## src/rtl/parking_pkg.sv

```systemverilog
// Shared types for the parking task scheduler: task kinds, scheduler states
// and the queued request entry.
package parking_pkg;

  localparam int PLATE_W = 16;
  localparam int FLOOR_W = 3;

  typedef enum logic [1:0] {
    TASK_NONE,
    TASK_IN,
    TASK_OUT,
    TASK_LEAK
  } task_e;

  typedef enum logic {
    IDLE,
    BUSY
  } sched_state_e;

  typedef struct packed {
    task_e              kind;
    logic [PLATE_W-1:0] plate;
  } sched_entry_t;

endpackage

```

## src/rtl/sched_fifo.sv

```systemverilog
// Synchronous request FIFO; a push into a full queue is taken when a pop
// happens on the same edge. SCHED_DUP_FILTER_EN adds a queued-entry matcher.
module sched_fifo
  import parking_pkg::*;
#(
  parameter int DEPTH = 4
) (
  input  logic                     clk_i,
  input  logic                     rst_i,
  input  logic                     push_i,
  input  logic                     pop_i,
  input  sched_entry_t             wdata_i,
  output sched_entry_t             rdata_o,
  output logic                     full_o,
  output logic                     empty_o,
  output logic [$clog2(DEPTH):0]   count_o
`ifdef SCHED_DUP_FILTER_EN
  ,
  input  sched_entry_t             query_i,
  output logic                     match_o
`endif
);

  localparam int AW = $clog2(DEPTH);
  localparam int CW = AW + 1;

  sched_entry_t  mem_q [DEPTH];
  logic [AW-1:0] wr_q;
  logic [AW-1:0] rd_q;
  logic [CW-1:0] cnt_q;
  logic          do_push;
  logic          do_pop;

  assign full_o  = cnt_q == CW'(DEPTH);
  assign empty_o = cnt_q == '0;
  assign do_pop  = pop_i && !empty_o;
  assign do_push = push_i && (!full_o || do_pop);
  assign rdata_o = mem_q[rd_q];
  assign count_o = cnt_q;

  always_ff @(posedge clk_i) begin
    if (rst_i) begin
      wr_q  <= '0;
      rd_q  <= '0;
      cnt_q <= '0;
      for (int i = 0; i < DEPTH; i++) mem_q[i] <= '0;
    end else begin
      if (do_push) begin
        mem_q[wr_q] <= wdata_i;
        wr_q        <= wr_q + 1'b1;
      end
      if (do_pop) rd_q <= rd_q + 1'b1;
      cnt_q <= cnt_q + CW'(do_push) - CW'(do_pop);
    end
  end

`ifdef SCHED_DUP_FILTER_EN
  // An entry is live when its distance from the read pointer is below count.
  logic [AW-1:0] off;
  always_comb begin
    match_o = 1'b0;
    off     = '0;
    for (int i = 0; i < DEPTH; i++) begin
      off = AW'(i) - rd_q;
      if ({1'b0, off} < cnt_q && mem_q[i] == query_i) match_o = 1'b1;
    end
  end
`endif

endmodule

```

## src/rtl/parking_task_scheduler.sv

```systemverilog
// Queues in/out requests, captures leak events and issues one task at a time.
// Optional SCHED_DUP_FILTER_EN rejects requests duplicating a queued/current task.
module parking_task_scheduler
  import parking_pkg::*;
#(
  parameter int DEPTH   = 4,
  parameter int PLATE_W = parking_pkg::PLATE_W,
  parameter int FLOOR_W = parking_pkg::FLOOR_W
) (
  input  logic                   clock,
  input  logic                   reset,
  input  logic [PLATE_W-1:0]     license_plate,
  input  logic                   in_mode,
  input  logic                   out_mode,
  input  logic                   leakage,
  input  logic [FLOOR_W-1:0]     leakage_floor,
  input  logic                   task_done,
  output logic                   todo_exists,
  output logic                   todo_in,
  output logic                   todo_out,
  output logic                   todo_leak_move,
  output logic [PLATE_W-1:0]     todo_license_plate,
  output logic [FLOOR_W-1:0]     todo_floor,
  output logic [$clog2(DEPTH):0] queue_count,
  output logic                   queue_full,
  output logic                   req_dropped
);

  sched_state_e       state_q, state_d;
  task_e              task_q, task_d;
  logic [PLATE_W-1:0] plate_q, plate_d;
  logic [FLOOR_W-1:0] floor_q, floor_d;
  logic [FLOOR_W-1:0] lfloor_prev_q;
  logic [FLOOR_W-1:0] leak_floor_q, leak_floor_d;
  logic               leak_prev_q;
  logic               leak_pend_q, leak_pend_d;
  logic               drop_q, drop_d;

  sched_entry_t head, wdata;
  logic full, empty, push, pop, is_req, dup;
  logic leak_evt, leak_go, load_leak;

  assign is_req      = in_mode ^ out_mode;
  assign wdata.kind  = in_mode ? TASK_IN : TASK_OUT;
  assign wdata.plate = license_plate;

`ifdef SCHED_DUP_FILTER_EN
  logic q_match;
  assign dup = q_match ||
               (task_q == wdata.kind && plate_q == license_plate);
`else
  assign dup = 1'b0;
`endif

  assign push   = is_req && (|license_plate) && !dup && (!full || pop);
  assign drop_d = (in_mode && out_mode) || (is_req && !push);

  assign leak_evt  = leakage && (|leakage_floor) &&
                     (!leak_prev_q || leakage_floor != lfloor_prev_q);
  assign leak_go   = leak_pend_q && leakage;
  assign load_leak = (state_q == IDLE) && leak_go;
  assign pop       = (state_q == IDLE) && !leak_go && !empty;

  sched_fifo #(.DEPTH(DEPTH)) u_fifo (
    .clk_i   (clock),
    .rst_i   (reset),
    .push_i  (push),
    .pop_i   (pop),
    .wdata_i (wdata),
    .rdata_o (head),
    .full_o  (full),
    .empty_o (empty),
    .count_o (queue_count)
`ifdef SCHED_DUP_FILTER_EN
    ,
    .query_i (wdata),
    .match_o (q_match)
`endif
  );

  always_comb begin
    leak_pend_d  = leak_pend_q;
    leak_floor_d = leak_floor_q;
    if (!leakage) begin
      leak_pend_d = 1'b0;
    end else if (leak_evt) begin
      leak_pend_d  = 1'b1;
      leak_floor_d = leakage_floor;
    end else if (load_leak) begin
      leak_pend_d = 1'b0;
    end
  end

  always_comb begin
    state_d = state_q;
    task_d  = task_q;
    plate_d = plate_q;
    floor_d = floor_q;
    unique case (state_q)
      IDLE: begin
        if (leak_go) begin
          state_d = BUSY;
          task_d  = TASK_LEAK;
          plate_d = '0;
          floor_d = leak_floor_q;
        end else if (!empty) begin
          state_d = BUSY;
          task_d  = head.kind;
          plate_d = head.plate;
          floor_d = '0;
        end
      end
      BUSY: begin
        if (task_done) begin
          state_d = IDLE;
          task_d  = TASK_NONE;
          plate_d = '0;
          floor_d = '0;
        end
      end
      default: state_d = IDLE;
    endcase
  end

  always_ff @(posedge clock) begin
    if (reset) begin
      state_q       <= IDLE;
      task_q        <= TASK_NONE;
      plate_q       <= '0;
      floor_q       <= '0;
      leak_prev_q   <= 1'b0;
      lfloor_prev_q <= '0;
      leak_pend_q   <= 1'b0;
      leak_floor_q  <= '0;
      drop_q        <= 1'b0;
    end else begin
      state_q       <= state_d;
      task_q        <= task_d;
      plate_q       <= plate_d;
      floor_q       <= floor_d;
      leak_prev_q   <= leakage;
      lfloor_prev_q <= leakage_floor;
      leak_pend_q   <= leak_pend_d;
      leak_floor_q  <= leak_floor_d;
      drop_q        <= drop_d;
    end
  end

  assign todo_exists        = task_q != TASK_NONE;
  assign todo_in            = task_q == TASK_IN;
  assign todo_out           = task_q == TASK_OUT;
  assign todo_leak_move     = task_q == TASK_LEAK;
  assign todo_license_plate = plate_q;
  assign todo_floor         = floor_q;
  assign queue_full         = full;
  assign req_dropped        = drop_q;

endmodule

```

## config.mk

```make
export PLATFORM = sky130hd
export DESIGN_NAME = parking_task_scheduler
export DESIGN_NICKNAME = d
export VERILOG_FILES = /design/src/rtl/parking_pkg.sv /design/src/rtl/sched_fifo.sv /design/src/rtl/parking_task_scheduler.sv
export SDC_FILE = /design/constraint.sdc
export NUM_CORES = 1
export LEC_CHECK = 0
export ABC_CLOCK_PERIOD_IN_PS = 3950
export BUFFER_PORTS_ARGS = -buffer_cell sky130_fd_sc_hd__buf_2
export CAP_MARGIN = 20
export CORE_AREA = 2 2 102 104
export DETAILED_ROUTE_END_ITERATION = 8
export DIE_AREA = 0 0 104 106
export GPL_TIMING_DRIVEN = 0
export PLACE_DENSITY = 0.67
export SKIP_CTS_REPAIR_TIMING = 1
export SLEW_MARGIN = 15
export SYNTH_ARGS = -nofsm -noshare
export SYNTH_HDL_FRONTEND = slang
export SYNTH_HIERARCHICAL = 1
export SYNTH_SLANG_ARGS = --single-unit
```

## constraint.sdc

```tcl
create_clock -name clock -period 3.95 [get_ports clock]
set_input_delay 0.1975 -clock clock [delete_from_list [all_inputs] [get_ports clock]]
set_output_delay 0.1975 -clock clock [all_outputs]
set_load 0.005 [all_outputs]
```

==> impl_metrics.prom, run 1 <==
# TYPE chip_impl_metric gauge
chip_impl_metric{name="gp_congestion",unit=""} 0.783
chip_impl_metric{name="antennaDiodeCount",unit=""} 0
chip_impl_metric{name="critical_path_arrival",unit="ns"} 3.85
chip_impl_metric{name="cts.path.max_buffers",unit=""} 2
chip_impl_metric{name="drt_first_iter_violations",unit=""} 132
chip_impl_info{name="ys_top_cells_by_area",value="edfxtp_1 45%, dfxtp_1 17%, mux4_2 8.4%, and2_1 6.7%, a22o_1 3.4%"} 1
chip_impl_metric{name="areaGrowthSynthToFinish",unit="%"} 14.0
chip_impl_metric{name="synth-edff-count",unit=""} 72
chip_impl_metric{name="dp.final_hpwl",unit="um"} 6090
chip_impl_metric{name="synth_sequential_area_ratio",unit="%"} 61.4
chip_impl_metric{name="syn_area_per_cell",unit="um^2"} 14.7
chip_impl_info{name="synth_top_flop_cell",value="edfxtp_1"} 1
chip_impl_metric{name="antenna_found_initial",unit=""} 0
chip_impl_info{name="critPathKind",value="reg -> reg"} 1
chip_impl_metric{name="finalCritPeriodShare",unit="%"} 91.3
chip_impl_metric{name="synth_compound_gate_area_share",unit="%"} 7.05
chip_impl_info{name="cp_common_cell",value="xnor2_1"} 1
chip_impl_info{name="cts_tree",value="yes"} 1
chip_impl_metric{name="fraction_of_synthesis_flops_using_an_asynchronous_set_or_reset_pin",unit="%"} 0
chip_impl_metric{name="fin_worst_skew",unit="ns"} 0.00854
chip_impl_metric{name="dp.cells",unit=""} 518
chip_impl_metric{name="hold_viol_final",unit=""} 0
chip_impl_metric{name="number_of_instances_in_the_synthesized_netlist",unit=""} 328
chip_impl_info{name="critical_path.endpoint_type",value="flip-flop"} 1
chip_impl_metric{name="avgRoutedWirePerCell",unit="um"} 17.7
chip_impl_metric{name="vdd_drop_max",unit="mV"} 0.231
chip_impl_metric{name="yosys_warnings",unit=""} 6
chip_impl_metric{name="number_of_fill_cells",unit=""} 833
chip_impl_metric{name="globalRouteTotalUtil",unit="%"} 18.2
chip_impl_metric{name="number_of_global_route_vias_before_repair",unit=""} 2827
chip_impl_metric{name="placedInstanceArea",unit="um^2"} 5300
chip_impl_metric{name="ctsHtreeMaxLevel",unit=""} 3
chip_impl_metric{name="post_route_cells_drive_above_1_share",unit="%"} 33.7
chip_impl_info{name="synth_top_family_by_area",value="simple AND/OR/NAND/NOR gates"} 1
chip_impl_metric{name="cts.clk_slew.worst_paths",unit="ns"} 0.10
chip_impl_info{name="clockRootBuffer",value="clkbuf_8"} 1
chip_impl_metric{name="die-width",unit="um"} 104
chip_impl_metric{name="fin_crit",unit="ns"} 3.60
chip_impl_metric{name="p_leak",unit="nW"} 2.15
chip_impl_metric{name="finalSetupViolations",unit=""} 0
chip_impl_metric{name="crit_path_max_incr_delay",unit="ns"} 0.73
chip_impl_metric{name="synthSimpleGateAreaFrac",unit="%"} 17.7
chip_impl_metric{name="fp.dieArea",unit="um^2"} 11000
chip_impl_metric{name="die_span_y",unit="um"} 106
chip_impl_info{name="class_of_the_worst_hold_path",value="in -> reg"} 1
chip_impl_metric{name="clock_sink_count",unit=""} 112
chip_impl_metric{name="cts_buffers",unit=""} 9
chip_impl_info{name="crit_path_cell_trace",value="buf_6 -> nor3_1 -> a211o_1 -> inv_1 -> nor4b_4 -> or2b_2 -> mux2i_1 -> ha_1 -> fa_1 -> xnor2_1 -> xnor2_1 -> nor2_1"} 1
chip_impl_metric{name="core_area",unit="um^2"} 10000
chip_impl_metric{name="final-instance-count-excl-fill",unit=""} 534
chip_impl_metric{name="grt_max_degree",unit=""} 19
chip_impl_metric{name="initial_core_util",unit="%"} 48.2
chip_impl_info{name="critical-path-slowest-cell",value="nor4b_4"} 1
chip_impl_metric{name="rows",unit=""} 37
chip_impl_metric{name="total_area_of_multi_input_combinational_cells",unit="um^2"} 1740
chip_impl_metric{name="detailroute.via_count",unit=""} 2816
chip_impl_metric{name="worst-slew-pin-transition",unit="ns"} 0.969
chip_impl_metric{name="pin_count",unit=""} 53
chip_impl_metric{name="drt_first_pass_iters",unit=""} 4
chip_impl_metric{name="post_synth_mux_area_share",unit="%"} 8.84
chip_impl_info{name="run_status",value="completed"} 1
chip_impl_metric{name="grt_pass1_wl",unit="um"} 15200
chip_impl_metric{name="synth-xor-area-share",unit="%"} 1.27
chip_impl_metric{name="yosys.cell_types.count",unit=""} 53
chip_impl_metric{name="drtAntennaViolNets",unit=""} 0
chip_impl_metric{name="critPathRequiredTime",unit="ns"} 4.20
chip_impl_metric{name="worst_slew_slack_as_a_fraction_of_its_limit",unit="%"} 35.4
chip_impl_metric{name="power.density_cell_area",unit="nW/um^2"} 548
chip_impl_metric{name="route.detailed.drc",unit=""} 0
chip_impl_metric{name="net_count_of_the_mapped_netlist",unit=""} 356
chip_impl_metric{name="post_drt_via_cell_ratio",unit=""} 5.27
chip_impl_metric{name="core_occupancy_in_the_finished_layout",unit="%"} 55.0
chip_impl_metric{name="synth_area",unit="um^2"} 4820
chip_impl_info{name="grt_setup_unrepaired",value="no"} 1
chip_impl_metric{name="fin_area",unit="um^2"} 5500
chip_impl_metric{name="register_area",unit="um^2"} 2960
chip_impl_metric{name="port_buffers",unit=""} 52
chip_impl_metric{name="timing.fmax",unit="MHz"} 277
chip_impl_metric{name="net_total_in_the_final_layout",unit=""} 421
chip_impl_metric{name="route.final.wire_length",unit="um"} 9460
chip_impl_metric{name="synth_fa_ha_area_share",unit="%"} 0.934
chip_impl_metric{name="timing.final.max_slew_violations",unit=""} 0
chip_impl_info{name="synth_area_leader_cell",value="edfxtp_1"} 1
chip_impl_metric{name="synth_top_area_share",unit="%"} 44.8
chip_impl_info{name="worst_setup_path_start_kind",value="flip-flop"} 1
chip_impl_metric{name="fin_setup_tns",unit="ns"} 0
chip_impl_metric{name="overflow_after_grt",unit=""} 0
chip_impl_metric{name="cap_violations",unit=""} 0
chip_impl_metric{name="clk_latency",unit="ns"} 0.37
chip_impl_metric{name="whs",unit="ns"} 0.0583
chip_impl_metric{name="synth.ff_latch_count",unit=""} 112
chip_impl_metric{name="crit_path_max_fanout",unit=""} 7
[worst max-delay path: cells and delay by family, from the launching register on]
family	cells	cell delay, ns
multiplexers	1	0.09
flip-flops	1	0.34
adder cells (fa/ha/maj)	2	0.62
AO/OA/AOI/OAI	1	0.26
buffers and inverters	2	0.25
AND/OR/NAND/NOR	4	1.62
XOR/XNOR	2	0.32
[area by class of cell]
class	count	area share, %
flip-flops and latches	112	53.9
multi-input cells	195	31.7
repair buffers	54	5.28
well taps	136	3.09
clock buffers	10	2.32
plain buffers	15	2.07
clock inverters	6	1.25
inverters	6	0.410
[synthesized netlist by cell type (all sizes together), types with 2 or more instances]
| cell | count |
|---|---|
| o31ai | 2 |
| nand2b | 3 |
| a21oi | 5 |
| ha | 2 |
| nor4 | 6 |
| or2 | 2 |
| a22oi | 3 |
| clkbuf | 3 |
| nand2 | 5 |
| buf | 12 |
| dfxtp | 40 |
| xnor2 | 5 |
| nor2b | 10 |
| edfxtp | 72 |
| nor2 | 13 |
| a21boi | 2 |
| a22o | 20 |
| mux4 | 18 |
| and2 | 74 |
| inv | 6 |
| nor4b | 2 |
| xor2 | 2 |
| nand4 | 2 |
| o21ai | 2 |
| nor3 | 2 |
[final timing paths]
check                        startpoint                    end  slack, ns  cells past startpoint
hold reg to reg   todo_license_plate[9]  todo_license_plate[9]       0.48                      1
setup reg to reg      u_fifo/count_o[1]      u_fifo/count_o[2]       0.35                     12
hold / removal                task_done                state_q       0.06                      2
setup / recovery      u_fifo/count_o[1]      u_fifo/count_o[2]       0.35                     12
[logic make-up after synthesis]
group                    count (synthesis)
AND/OR/NAND/NOR                        123
AO/OA/AOI/OAI                           42
XOR/XNOR                                 7
multiplexers                            20
adder cells (fa/ha/maj)                  3
buffers and inverters                   21
flip-flops                             112
[metal layers]
| layer | global-route usage [%] | up-vias | wire length [um] |
|---|---|---|---|
| met4 | 7.63 | 0 | 214 |
| met2 | 29.9 | 67 | 4630 |
| met1 | 24.8 | 1398 | 4290 |
| met5 | 0 | - | 0 |
| met3 | 2.27 | 16 | 325 |
| li1 | - | 1335 | - |
[placed cells by master (no fill, tap or decap), drive strengths merged, types with 6 or more instances in the layout]
cell type / count
and2: 74
edfxtp: 72
buf: 66
dfxtp: 40
a22o: 20
mux4: 18
nor2: 13
clkbuf: 13
nor2b: 10
inv: 7
nor4: 6
[registers in the layout, summed over array words and instances (netlist names), 3 cells and up, named ones only]
register and cells:
leak_floor_q 3, lfloor_prev_q 3, todo_floor 3, todo_license_plate 16, u_fifo/count_o 3, u_fifo/mem_q 72
[per-stage QoR]
step | setup WS [ns] | power, mW
2_1_floorplan | 0.695 | 2.09
3_3_place_gp | -0.526 | 2.33
3_5_place_dp | 0.367 | 2.36
4_1_cts | 0.344 | 3.04
5_1_grt | 0.0632 | 3.17
6_report | 0.345 | 3.01
[power by group]
| group | internal (mW) | total (mW) | switching [mW] |
|---|---|---|---|
| clock | 0.297 | 0.684 | 0.388 |
| combinational | 0.375 | 0.781 | 0.406 |
| sequential | 1.46 | 1.55 | 0.0842 |
| total | 2.14 | 3.01 | 0.878 |
Note: power is estimated with default switching activity, not from simulation.
==> run 2, diff against run 1 <==
--- a/config.mk
+++ b/config.mk
@@ -13,6 +13,7 @@
 export DIE_AREA = 0 0 104 106
 export GPL_TIMING_DRIVEN = 0
 export PLACE_DENSITY = 0.67
+export SETUP_SLACK_MARGIN = 0.4
 export SKIP_CTS_REPAIR_TIMING = 1
 export SLEW_MARGIN = 15
 export SYNTH_ARGS = -nofsm -noshare
==> run 2 against run 1 <==
Die area is the same. Clock skew is essentially flat. Clock power is essentially flat. Critical path depth shrank 5. Via count shrank 0.28%. Worst hold slack lost 0.0011 ns. Routed wire length grew 0.53%. Maximum frequency grew 12%. Sequential power is essentially flat. Critical endpoint is now u_fifo/mem_q[0][8]. Register-to-register slack gained 0.38 ns.
==> impl_metrics.prom, run 2 (synthesis gave the netlist of run 1 again) <==
# TYPE chip_impl_metric gauge
chip_impl_metric{name="grt_max_degree",unit=""} 19
chip_impl_metric{name="die_span_y",unit="um"} 106
chip_impl_info{name="class_of_the_worst_hold_path",value="in -> reg"} 1
chip_impl_metric{name="post_drt_via_cell_ratio",unit=""} 5.24
chip_impl_metric{name="core_area",unit="um^2"} 10000
chip_impl_metric{name="reg2regPathDepth",unit=""} 7
chip_impl_info{name="critical_r2r_capture",value="u_fifo/mem_q[0][8]"} 1
chip_impl_info{name="final_cell_mix",value="72 x edfxtp_1, 56 x buf_2, 52 x and2_1"} 1
chip_impl_metric{name="drt_first_iter_violations",unit=""} 147
chip_impl_metric{name="net_total_in_the_final_layout",unit=""} 423
chip_impl_metric{name="antennaDiodeCount",unit=""} 0
chip_impl_metric{name="pin_count",unit=""} 53
chip_impl_info{name="grt_setup_unrepaired",value="no"} 1
chip_impl_metric{name="whs",unit="ns"} 0.0573
chip_impl_metric{name="rows",unit=""} 37
chip_impl_metric{name="timing.fmax",unit="MHz"} 310
chip_impl_metric{name="drt_first_pass_iters",unit=""} 4
chip_impl_metric{name="critPathRequiredTime",unit="ns"} 3.96
chip_impl_metric{name="final.setup.worst_slack",unit="ns"} 0.726
chip_impl_metric{name="die-width",unit="um"} 104
chip_impl_info{name="worst_setup_path_endpoint",value="u_fifo/mem_q[0][8]"} 1
chip_impl_metric{name="cts.clk_slew.worst_paths",unit="ns"} 0.10
chip_impl_metric{name="p_leak",unit="nW"} 2.16
chip_impl_info{name="layout.cells.most_common",value="edfxtp_1"} 1
chip_impl_metric{name="avgRoutedWirePerCell",unit="um"} 17.7
chip_impl_metric{name="final-instance-count-excl-fill",unit=""} 536
chip_impl_metric{name="fin_setup_tns",unit="ns"} 0
chip_impl_info{name="critical_path.startpoint",value="u_fifo/count_o[0]"} 1
chip_impl_info{name="top_register",value="u_fifo/mem_q"} 1
chip_impl_metric{name="cts.path.max_buffers",unit=""} 2
chip_impl_metric{name="areaGrowthSynthToFinish",unit="%"} 14.3
chip_impl_metric{name="rrSetupSlack",unit="ns"} 0.73
chip_impl_metric{name="placedInstanceArea",unit="um^2"} 5300
chip_impl_metric{name="route.detailed.drc",unit=""} 0
chip_impl_metric{name="dp.cells",unit=""} 518
chip_impl_info{name="critPathKind",value="reg -> reg"} 1
chip_impl_info{name="clockRootBuffer",value="clkbuf_8"} 1
chip_impl_metric{name="core_occupancy_in_the_finished_layout",unit="%"} 55.1
chip_impl_metric{name="hold_viol_final",unit=""} 0
chip_impl_info{name="run_status",value="completed"} 1
chip_impl_metric{name="ctsHtreeMaxLevel",unit=""} 3
chip_impl_metric{name="cts_buffers",unit=""} 9
chip_impl_metric{name="grt_pass1_wl",unit="um"} 15200
chip_impl_metric{name="post_route_cells_drive_above_1_share",unit="%"} 34.3
chip_impl_metric{name="worst_slew_slack_as_a_fraction_of_its_limit",unit="%"} 36.6
chip_impl_metric{name="critical_path_arrival",unit="ns"} 3.23
chip_impl_metric{name="worst_setup_timing_slack_at_the_placement_stage",unit="ns"} 0.367
chip_impl_metric{name="crit_path_max_fanout",unit=""} 18
chip_impl_metric{name="power.density_cell_area",unit="nW/um^2"} 549
chip_impl_info{name="critical_path.endpoint_type",value="flip-flop"} 1
chip_impl_info{name="cts_tree",value="yes"} 1
chip_impl_metric{name="finalSetupViolations",unit=""} 0
chip_impl_metric{name="fin_crit",unit="ns"} 3.22
chip_impl_metric{name="finalCritPeriodShare",unit="%"} 81.6
chip_impl_metric{name="initial_core_util",unit="%"} 48.2
chip_impl_metric{name="clk_latency",unit="ns"} 0.37
chip_impl_metric{name="fp.dieArea",unit="um^2"} 11000
chip_impl_metric{name="worst-slew-pin-transition",unit="ns"} 0.950
chip_impl_metric{name="route.final.wire_length",unit="um"} 9510
chip_impl_metric{name="detailroute.via_count",unit=""} 2808
chip_impl_metric{name="totalPowerFinal",unit="mW"} 3.03
chip_impl_metric{name="drtAntennaViolNets",unit=""} 0
chip_impl_metric{name="dp.final_hpwl",unit="um"} 6090
chip_impl_metric{name="vdd_drop_max",unit="mV"} 0.232
chip_impl_metric{name="globalRouteTotalUtil",unit="%"} 18.2
chip_impl_info{name="worst_setup_path_start_kind",value="flip-flop"} 1
chip_impl_metric{name="cap_violations",unit=""} 0
chip_impl_metric{name="antenna_found_initial",unit=""} 0
chip_impl_metric{name="number_of_global_route_vias_before_repair",unit=""} 2827
chip_impl_metric{name="overflow_after_grt",unit=""} 0
chip_impl_metric{name="timing.final.max_slew_violations",unit=""} 0
chip_impl_metric{name="port_buffers",unit=""} 52
chip_impl_metric{name="clock_sink_count",unit=""} 112
chip_impl_metric{name="fin_worst_skew",unit="ns"} 0.00812
chip_impl_metric{name="fin_area",unit="um^2"} 5510
chip_impl_info{name="crit-reg2reg-launch",value="u_fifo/count_o[0]"} 1
chip_impl_metric{name="number_of_fill_cells",unit=""} 833
chip_impl_metric{name="gp_congestion",unit=""} 0.783
chip_impl_metric{name="largest_register_ff_count",unit=""} 72
## run 2: report_power, final
part | switching (mW) | internal (mW)
logic | 0.409 | 0.382
clock network | 0.389 | 0.297
registers | 0.0844 | 1.46
## run 2: area by class of cell
| cell class | instances | area, um^2 | area share (%) |
|---|---|---|---|
| Clock buffer | 10 | 128 | 2.31 |
| Timing Repair Buffer | 56 | 305 | 5.54 |
| Inverter | 6 | 22.5 | 0.408 |
| Buffer | 15 | 114 | 2.06 |
| Sequential cell | 112 | 2960 | 53.7 |
| Tap cell | 136 | 170 | 3.09 |
| Clock inverter | 6 | 68.8 | 1.25 |
| Multi-Input combinational cell | 195 | 1740 | 31.6 |
## run 2: worst max-delay path, cell delays in order, from the launching register on
cell and delay, ns:
dfxtp_1 0.49, nor3_1 0.18, a211o_1 0.36, nand2_1 0.10, and3_1 0.23, inv_1 0.17, nor4b_4 0.74, or2_2 0.59
## run 2: metal layers
layer	track usage (%)	routed length [um]
met1	24.8	4420
met2	29.9	4610
met3	2.27	278
met4	7.63	206
met5	0	0
## run 2: how the worst min path moves through the flow
| stage | from | end | cells past startpoint |
|---|---|---|---|
| after floorplan | reset | leak_prev_q | 1 |
| after global placement | task_done | state_q | 2 |
| after detailed placement | task_done | state_q | 2 |
| after CTS | task_done | state_q | 2 |
| after global routing | task_done | state_q | 2 |
| final | task_done | state_q | 2 |
